## src/rtl/control_sequencer_if.sv

```systemverilog
// Control bundle between the sequencer and the datapath it steers.
// The sequencer takes the slave view; the datapath (or bench) takes the master view.
interface control_sequencer_if;
   logic [3:0] i_OPCODE;
   logic       i_CARRY;
   logic       i_ZERO;

   logic       o_PC_OUTPUT;
   logic       o_PC_COUNT_ENABLE;
   logic       o_PC_JUMP;
   logic       o_MAR_LOAD;
   logic       o_RAM_OUTPUT;
   logic       o_RAM_LOAD;
   logic       o_IR_LOAD;
   logic       o_IR_OUTPUT;
   logic       o_A_LOAD;
   logic       o_A_OUTPUT;
   logic       o_B_LOAD;
   logic       o_ALU_OUTPUT;
   logic       o_ALU_SUB;
   logic       o_OUT_LOAD;
   logic       o_HALT;
   logic [2:0] o_STEP;

   modport slave (
      input  i_OPCODE, i_CARRY, i_ZERO,
      output o_PC_OUTPUT, o_PC_COUNT_ENABLE, o_PC_JUMP, o_MAR_LOAD,
             o_RAM_OUTPUT, o_RAM_LOAD, o_IR_LOAD, o_IR_OUTPUT,
             o_A_LOAD, o_A_OUTPUT, o_B_LOAD, o_ALU_OUTPUT, o_ALU_SUB,
             o_OUT_LOAD, o_HALT, o_STEP
   );

   modport master (
      output i_OPCODE, i_CARRY, i_ZERO,
      input  o_PC_OUTPUT, o_PC_COUNT_ENABLE, o_PC_JUMP, o_MAR_LOAD,
             o_RAM_OUTPUT, o_RAM_LOAD, o_IR_LOAD, o_IR_OUTPUT,
             o_A_LOAD, o_A_OUTPUT, o_B_LOAD, o_ALU_OUTPUT, o_ALU_SUB,
             o_OUT_LOAD, o_HALT, o_STEP
   );
endinterface

```

## src/rtl/control_sequencer.sv

```systemverilog
// Moore microcode sequencer for a simple 8-bit bus CPU (fetch T0/T1, execute T2..T4).
// Define CONDITIONAL_JUMP_EN to add JC (0x7) and JZ (0x8); otherwise they act as NOP.
module control_sequencer (
   input logic                i_CLOCK,
   input logic                i_CLEAR_n,
   control_sequencer_if.slave ctrl_io
);

   typedef enum logic [2:0] {
      S_IDLE   = 3'd0,
      S_T0     = 3'd1,
      S_T1     = 3'd2,
      S_T2     = 3'd3,
      S_T3     = 3'd4,
      S_T4     = 3'd5,
      S_HALTED = 3'd7
   } state_e;

   typedef struct packed {
      logic pc_output;
      logic pc_count_enable;
      logic pc_jump;
      logic mar_load;
      logic ram_output;
      logic ram_load;
      logic ir_load;
      logic ir_output;
      logic a_load;
      logic a_output;
      logic b_load;
      logic alu_output;
      logic alu_sub;
      logic out_load;
   } ctrl_t;

   localparam logic [3:0] OP_NOP = 4'h0;
   localparam logic [3:0] OP_LDA = 4'h1;
   localparam logic [3:0] OP_ADD = 4'h2;
   localparam logic [3:0] OP_SUB = 4'h3;
   localparam logic [3:0] OP_STA = 4'h4;
   localparam logic [3:0] OP_LDI = 4'h5;
   localparam logic [3:0] OP_JMP = 4'h6;
`ifdef CONDITIONAL_JUMP_EN
   localparam logic [3:0] OP_JC  = 4'h7;
   localparam logic [3:0] OP_JZ  = 4'h8;
`endif
   localparam logic [3:0] OP_OUT = 4'hE;
   localparam logic [3:0] OP_HLT = 4'hF;

   state_e     state_q;
   state_e     state_d;
   ctrl_t      ctrl_c;
   logic       halt_c;
   logic [3:0] opcode;

   assign opcode = ctrl_io.i_OPCODE;

`ifndef CONDITIONAL_JUMP_EN
   logic unused_flags;
   assign unused_flags = ctrl_io.i_CARRY ^ ctrl_io.i_ZERO;
`endif

   always_ff @(posedge i_CLOCK or negedge i_CLEAR_n) begin
      if (!i_CLEAR_n) begin
         state_q <= S_IDLE;
      end else begin
         state_q <= state_d;
      end
   end

   // Every instruction returns to T0 right after its last active step, so
   // the execute states only advance while the current opcode still needs them.
   always_comb begin
      state_d = state_q;
      ctrl_c  = '0;
      halt_c  = 1'b0;

      case (state_q)
         S_IDLE: begin
            state_d = S_T0;
         end

         S_T0: begin
            ctrl_c.pc_output = 1'b1;
            ctrl_c.mar_load  = 1'b1;
            state_d          = S_T1;
         end

         S_T1: begin
            ctrl_c.ram_output      = 1'b1;
            ctrl_c.ir_load         = 1'b1;
            ctrl_c.pc_count_enable = 1'b1;
            state_d                = S_T2;
         end

         S_T2: begin
            state_d = S_T0;
            case (opcode)
               OP_LDA, OP_ADD, OP_SUB, OP_STA: begin
                  ctrl_c.ir_output = 1'b1;
                  ctrl_c.mar_load  = 1'b1;
                  state_d          = S_T3;
               end
               OP_LDI: begin
                  ctrl_c.ir_output = 1'b1;
                  ctrl_c.a_load    = 1'b1;
               end
               OP_JMP: begin
                  ctrl_c.ir_output = 1'b1;
                  ctrl_c.pc_jump   = 1'b1;
               end
`ifdef CONDITIONAL_JUMP_EN
               OP_JC: begin
                  ctrl_c.ir_output = ctrl_io.i_CARRY;
                  ctrl_c.pc_jump   = ctrl_io.i_CARRY;
               end
               OP_JZ: begin
                  ctrl_c.ir_output = ctrl_io.i_ZERO;
                  ctrl_c.pc_jump   = ctrl_io.i_ZERO;
               end
`endif
               OP_OUT: begin
                  ctrl_c.a_output = 1'b1;
                  ctrl_c.out_load = 1'b1;
               end
               OP_HLT: begin
                  state_d = S_HALTED;
               end
               OP_NOP: begin
                  state_d = S_T0;
               end
               default: begin
                  state_d = S_T0;
               end
            endcase
         end

         S_T3: begin
            state_d = S_T0;
            case (opcode)
               OP_LDA: begin
                  ctrl_c.ram_output = 1'b1;
                  ctrl_c.a_load     = 1'b1;
               end
               OP_ADD: begin
                  ctrl_c.ram_output = 1'b1;
                  ctrl_c.b_load     = 1'b1;
                  state_d           = S_T4;
               end
               OP_SUB: begin
                  ctrl_c.ram_output = 1'b1;
                  ctrl_c.b_load     = 1'b1;
                  ctrl_c.alu_sub    = 1'b1;
                  state_d           = S_T4;
               end
               OP_STA: begin
                  ctrl_c.a_output = 1'b1;
                  ctrl_c.ram_load = 1'b1;
               end
               default: begin
                  state_d = S_T0;
               end
            endcase
         end

         S_T4: begin
            state_d = S_T0;
            case (opcode)
               OP_ADD: begin
                  ctrl_c.alu_output = 1'b1;
                  ctrl_c.a_load     = 1'b1;
               end
               OP_SUB: begin
                  ctrl_c.alu_output = 1'b1;
                  ctrl_c.a_load     = 1'b1;
                  ctrl_c.alu_sub    = 1'b1;
               end
               default: begin
                  state_d = S_T0;
               end
            endcase
         end

         S_HALTED: begin
            halt_c  = 1'b1;
            state_d = S_HALTED;
         end

         default: begin
            state_d = S_IDLE;
         end
      endcase
   end

   assign ctrl_io.o_PC_OUTPUT       = ctrl_c.pc_output;
   assign ctrl_io.o_PC_COUNT_ENABLE = ctrl_c.pc_count_enable;
   assign ctrl_io.o_PC_JUMP         = ctrl_c.pc_jump;
   assign ctrl_io.o_MAR_LOAD        = ctrl_c.mar_load;
   assign ctrl_io.o_RAM_OUTPUT      = ctrl_c.ram_output;
   assign ctrl_io.o_RAM_LOAD        = ctrl_c.ram_load;
   assign ctrl_io.o_IR_LOAD         = ctrl_c.ir_load;
   assign ctrl_io.o_IR_OUTPUT       = ctrl_c.ir_output;
   assign ctrl_io.o_A_LOAD          = ctrl_c.a_load;
   assign ctrl_io.o_A_OUTPUT        = ctrl_c.a_output;
   assign ctrl_io.o_B_LOAD          = ctrl_c.b_load;
   assign ctrl_io.o_ALU_OUTPUT      = ctrl_c.alu_output;
   assign ctrl_io.o_ALU_SUB         = ctrl_c.alu_sub;
   assign ctrl_io.o_OUT_LOAD        = ctrl_c.out_load;
   assign ctrl_io.o_HALT            = halt_c;
   assign ctrl_io.o_STEP            = state_q;

endmodule

```

## src/flat_wrapper.sv

```systemverilog
// flat-port wrapper written by rule: the top's interface ports become plain ports
module control_sequencer_flat 
  (i_CLOCK, i_CLEAR_n, ctrl_io_i_OPCODE, ctrl_io_i_CARRY, ctrl_io_i_ZERO, ctrl_io_o_PC_OUTPUT, ctrl_io_o_PC_COUNT_ENABLE, ctrl_io_o_PC_JUMP, ctrl_io_o_MAR_LOAD, ctrl_io_o_RAM_OUTPUT, ctrl_io_o_RAM_LOAD, ctrl_io_o_IR_LOAD, ctrl_io_o_IR_OUTPUT, ctrl_io_o_A_LOAD, ctrl_io_o_A_OUTPUT, ctrl_io_o_B_LOAD, ctrl_io_o_ALU_OUTPUT, ctrl_io_o_ALU_SUB, ctrl_io_o_OUT_LOAD, ctrl_io_o_HALT, ctrl_io_o_STEP);
  control_sequencer_if ctrl_io_i ();
  input logic i_CLOCK;
  input logic i_CLEAR_n;
  input wire logic [$bits(ctrl_io_i.i_OPCODE)-1:0] ctrl_io_i_OPCODE;
  input wire logic [$bits(ctrl_io_i.i_CARRY)-1:0] ctrl_io_i_CARRY;
  input wire logic [$bits(ctrl_io_i.i_ZERO)-1:0] ctrl_io_i_ZERO;
  output wire logic [$bits(ctrl_io_i.o_PC_OUTPUT)-1:0] ctrl_io_o_PC_OUTPUT;
  output wire logic [$bits(ctrl_io_i.o_PC_COUNT_ENABLE)-1:0] ctrl_io_o_PC_COUNT_ENABLE;
  output wire logic [$bits(ctrl_io_i.o_PC_JUMP)-1:0] ctrl_io_o_PC_JUMP;
  output wire logic [$bits(ctrl_io_i.o_MAR_LOAD)-1:0] ctrl_io_o_MAR_LOAD;
  output wire logic [$bits(ctrl_io_i.o_RAM_OUTPUT)-1:0] ctrl_io_o_RAM_OUTPUT;
  output wire logic [$bits(ctrl_io_i.o_RAM_LOAD)-1:0] ctrl_io_o_RAM_LOAD;
  output wire logic [$bits(ctrl_io_i.o_IR_LOAD)-1:0] ctrl_io_o_IR_LOAD;
  output wire logic [$bits(ctrl_io_i.o_IR_OUTPUT)-1:0] ctrl_io_o_IR_OUTPUT;
  output wire logic [$bits(ctrl_io_i.o_A_LOAD)-1:0] ctrl_io_o_A_LOAD;
  output wire logic [$bits(ctrl_io_i.o_A_OUTPUT)-1:0] ctrl_io_o_A_OUTPUT;
  output wire logic [$bits(ctrl_io_i.o_B_LOAD)-1:0] ctrl_io_o_B_LOAD;
  output wire logic [$bits(ctrl_io_i.o_ALU_OUTPUT)-1:0] ctrl_io_o_ALU_OUTPUT;
  output wire logic [$bits(ctrl_io_i.o_ALU_SUB)-1:0] ctrl_io_o_ALU_SUB;
  output wire logic [$bits(ctrl_io_i.o_OUT_LOAD)-1:0] ctrl_io_o_OUT_LOAD;
  output wire logic [$bits(ctrl_io_i.o_HALT)-1:0] ctrl_io_o_HALT;
  output wire logic [$bits(ctrl_io_i.o_STEP)-1:0] ctrl_io_o_STEP;
  assign ctrl_io_i.i_OPCODE = ctrl_io_i_OPCODE;
  assign ctrl_io_i.i_CARRY = ctrl_io_i_CARRY;
  assign ctrl_io_i.i_ZERO = ctrl_io_i_ZERO;
  assign ctrl_io_o_PC_OUTPUT = ctrl_io_i.o_PC_OUTPUT;
  assign ctrl_io_o_PC_COUNT_ENABLE = ctrl_io_i.o_PC_COUNT_ENABLE;
  assign ctrl_io_o_PC_JUMP = ctrl_io_i.o_PC_JUMP;
  assign ctrl_io_o_MAR_LOAD = ctrl_io_i.o_MAR_LOAD;
  assign ctrl_io_o_RAM_OUTPUT = ctrl_io_i.o_RAM_OUTPUT;
  assign ctrl_io_o_RAM_LOAD = ctrl_io_i.o_RAM_LOAD;
  assign ctrl_io_o_IR_LOAD = ctrl_io_i.o_IR_LOAD;
  assign ctrl_io_o_IR_OUTPUT = ctrl_io_i.o_IR_OUTPUT;
  assign ctrl_io_o_A_LOAD = ctrl_io_i.o_A_LOAD;
  assign ctrl_io_o_A_OUTPUT = ctrl_io_i.o_A_OUTPUT;
  assign ctrl_io_o_B_LOAD = ctrl_io_i.o_B_LOAD;
  assign ctrl_io_o_ALU_OUTPUT = ctrl_io_i.o_ALU_OUTPUT;
  assign ctrl_io_o_ALU_SUB = ctrl_io_i.o_ALU_SUB;
  assign ctrl_io_o_OUT_LOAD = ctrl_io_i.o_OUT_LOAD;
  assign ctrl_io_o_HALT = ctrl_io_i.o_HALT;
  assign ctrl_io_o_STEP = ctrl_io_i.o_STEP;
  control_sequencer u_core (.i_CLOCK(i_CLOCK), .i_CLEAR_n(i_CLEAR_n), .ctrl_io(ctrl_io_i));
endmodule
```

## config.mk

```make
export PLATFORM = sky130hd
export DESIGN_NAME = control_sequencer_flat
export DESIGN_NICKNAME = d
export VERILOG_FILES = /design/src/rtl/control_sequencer_if.sv /design/src/rtl/control_sequencer.sv /design/src/flat_wrapper.sv
export SDC_FILE = /design/constraint.sdc
export NUM_CORES = 1
export LEC_CHECK = 0
export BUFFER_PORTS_ARGS = -buffer_cell sky130_fd_sc_hd__buf_2
export CAP_MARGIN = 40
export CELL_PAD_IN_SITES_DETAIL_PLACEMENT = 2
export CELL_PAD_IN_SITES_GLOBAL_PLACEMENT = 2
export CORE_MARGIN = 2
export CORE_UTILIZATION = 22
export CTS_BUF_LIST = sky130_fd_sc_hd__clkbuf_4 sky130_fd_sc_hd__clkbuf_8 sky130_fd_sc_hd__clkbuf_16
export DETAILED_ROUTE_END_ITERATION = 10
export PLACE_DENSITY_LB_ADDON = 0.12
export SYNTH_ARGS = -nofsm -noshare
export SYNTH_HDL_FRONTEND = slang
export SYNTH_SLANG_ARGS = --single-unit
export TNS_END_PERCENT = 50
```

## constraint.sdc

```tcl
create_clock -name i_CLOCK -period 3.2 [get_ports i_CLOCK]
set_input_delay 0.96 -clock i_CLOCK [delete_from_list [all_inputs] [get_ports i_CLOCK]]
set_output_delay 0.96 -clock i_CLOCK [all_outputs]
set_load 0.005 [all_outputs]
```

==> metrics.md <==
| Metric | Value |
|---|---|
| Status | finished, final reports clean |
| Fillers | 248 |
| Post-CTS setup buffer count | 0 |
| H-tree Lvls | 1 |
| Setup ws final | 275 ps |
| Top cells by area, synth | dfrtp_1, nand2b_1, buf_2, nor2_1, and3_1 |
| Area of the core | 1920 um2 |
| GRT Total Usage | 13.5% |
| Post-synthesis adder-cell area fraction | 0% |
| Critical path launch point | ctrl_io_i_OPCODE[3] |
| Number of DRC markers in iteration 0 | 7 |
| Post-Layout Inst Area | 591 um2 |
| Final worst-path cycle share | 91.4% |
| XOR/XNOR share of the synthesized area | 0% |
| RR Startpoint | u_core.ctrl_io.o_STEP[1] |
| Worst Skew | 9.66 ps |
| Syn Nets | 66 |
| Grt met1 use | 18.8% |
| Synthesized flop and latch total | 3 |
| Largest net degree at the start of global routing | 17 |
| Die Area | 2380 um2 |
| F_max | 342 MHz |
| Vias per cell | 4.84 |
| Row count | 16 |
| RSZ-0062 raised after global routing | false |
| Data arrival, critical path | 1970 ps |
| # nets final | 89 |
| Main synth FF type | dfrtp_1 |
| First-pass GRT wire length | 2.59 mm |
| Busiest grt layer | met2 |
| Hold WC Path Type | in -> async |
| Most frequent cells after synthesis | nand2b_1, nor2_1, buf_2 |
| Synth cell types | 33 |
| FF-to-FF path depth | 3 |
| Vias in the first global route | 528 |
| Yosys top cell area share | 17.0% |
| Sink Count | 3 |
| Relative max-transition margin | 76.3% |
| Post-synthesis compound-gate area fraction | 22.7% |
| Post-Route WL | 1.47 mm |
| Asr flop ratio synth | 100% |
| CP endpoint kind | primary output |
| Setup TNS | 0 ps |
| Share of layout cells above drive strength 1 | 46.3% |
| Post-Syn Instances | 58 |
| Clock latency on the worst-skew pair | 230 ps |
| Lkg Pwr | 0.279 nW |
| Drt first pass iters | 4 |
| CTS tree | built |
| Max cap viols | 0 |
| Diodes inserted | 0 |
| Starting Density | 22.9% |
| DRC errors left | 0 |
| Chip width | 48.7 um |
| GRT overflow | 0 |
| Mux contribution to synthesized area | 0% |
| Max clock buf depth | 2 |
| Avg WL per Cell | 13.7 um |
| Setup violators final | 0 |
| Fin crit period | 2930 ps |
| Final hold vios | 0 |
| Routability cong. | 0.705 |
| Critical path startpoint category | input port |
| Max VDD drop | 0.000316 V |
| Crit path to | ctrl_io_o_A_LOAD |
| Yosys Warn Count | 0 |
| P per Cell Area | 693 nW/um2 |
| Clock slew at the register clock pins of the worst setup and hold paths | 40 ps |
| Mapped cell area | 440 um2 |
| Post-synth EDFFs | 0 |
| Required @ worst endpoint | 2240 ps |
| DIE HEIGHT | 48.7 um |
| Critical path fanouts, max | 2 |
| Final antenna-violating net count | 0 |
| RR Endpoint | u_core.ctrl_io.o_STEP[2] |
| Initial antenna violation count | 0 |
| Resized Gates After CTS | 0 |
| Post-Place Worst Slack | 269 ps |
| Setup CP Type | in -> out |
| Clk root buf | clkbuf_4 |
| R2R setup slack | 1920 ps |
| CTS Buf Count | 3 |
| Largest family of logic cells by synthesized area | simple AND/OR/NAND/NOR gates |
| Seq/Total Area, Yosys | 17.0% |
| Simple-Gate Fraction of Synth Area | 48.6% |
| Area leader, netlist | dfrtp_1 |
| Final Max Slew Viols | 0 |
| Global routing usage on met3 | 3.09% |
| Hold-fix buffers, CTS | 0 |
| Area grow syn2layout | 34.1% |
| Vias | 518 |
| Max reg flops | 3 |
| PortBufs | 23 |
| Ports | 26 |
| Met2 Use GR | 21.9% |
| Slew @ Worst Pin | 355 ps |
| Syn Area/Cell | 7.59 um2 |
| Hold slack | 509 ps |
| DP Wirelength | 1.07 mm |
| Post-placement cell area | 561 um2 |
[metal layers]
metal | routed length (um) | share of wire, %
met1 | 731 | 50
met2 | 654 | 45
met3 | 79 | 5.4
met4 | 0 | 0
met5 | 0 | 0
[worst min-delay path by stage]
| stage | slack [ps] | startpoint | cells past startpoint | end |
|---|---|---|---|---|
| final | 510 | i_CLEAR_n | 1 | u_core.ctrl_io.o_STEP[2] |
| after global routing | 500 | i_CLEAR_n | 1 | u_core.ctrl_io.o_STEP[2] |
| after CTS | 500 | i_CLEAR_n | 1 | u_core.ctrl_io.o_STEP[2] |
| after detailed placement | 680 | u_core.ctrl_io.o_STEP[0] | 2 | u_core.ctrl_io.o_STEP[0] |
| after global placement | 670 | u_core.ctrl_io.o_STEP[0] | 2 | u_core.ctrl_io.o_STEP[0] |
| after floorplan | 640 | u_core.ctrl_io.o_STEP[2] | 2 | u_core.ctrl_io.o_STEP[0] |
[stage by stage]
step	power (mW)	instances	utilization, %
after floorplan	0.245	58	-
after global placement	0.334	103	29.2
after detailed placement	0.337	103	29.2
after CTS	0.416	107	30.7
after global routing	0.458	107	30.7
final	0.409	107	30.7
[critical path, cell delays in order]
cell     delay (ps)
buf_2           100
or2_2           280
or3_4           350
o32ai_2         120
buf_2           150
[cell usage in the layout (no fill, tap or decap), drive strengths merged]
master   netlist  routed
a21oi          2       2
a221oi         1       1
a31oi          1       1
and3           5       5
and3b          1       1
buf            7      25
clkbuf         0       4
dfrtp          3       3
inv            2       2
nand2          3       3
nand2b         6       6
nand3          2       2
nand4          1       1
nor2           6       6
nor3           2       2
nor3b          2       2
nor4           1       1
nor4b          2       2
nor4bb         1       1
o2111ai        1       1
o211ai         1       1
o21a           1       1
o21ai          1       1
o311ai         1       1
o31ai          1       1
o32a           1       1
o32ai          1       1
or2            1       1
or3            1       1
[power by group]
| part | internal [mW] | switching (mW) |
|---|---|---|
| sequential | 0.0565 | 0.0378 |
| clock | 0.0552 | 0.0205 |
| combinational | 0.110 | 0.129 |
[layout make-up]
type | instances | area (um2) | area share, %
multi-input combinational | 46 | 314 | 53.2
timing repair buffer | 25 | 130 | 22.0
sequential | 3 | 75.1 | 12.7
tap | 27 | 33.8 | 5.72
clock buffer | 4 | 30.0 | 5.08
inverter | 2 | 7.51 | 1.27
[cells by family (layout without fill, tap and decap cells)]
logic type | count (synthesis) | in the layout
AO/OA/AOI/OAI | 12 | 12
flip-flops | 3 | 3
AND/OR/NAND/NOR | 34 | 34
buffers and inverters | 9 | 31
Note: power is estimated with default switching activity, not from simulation.
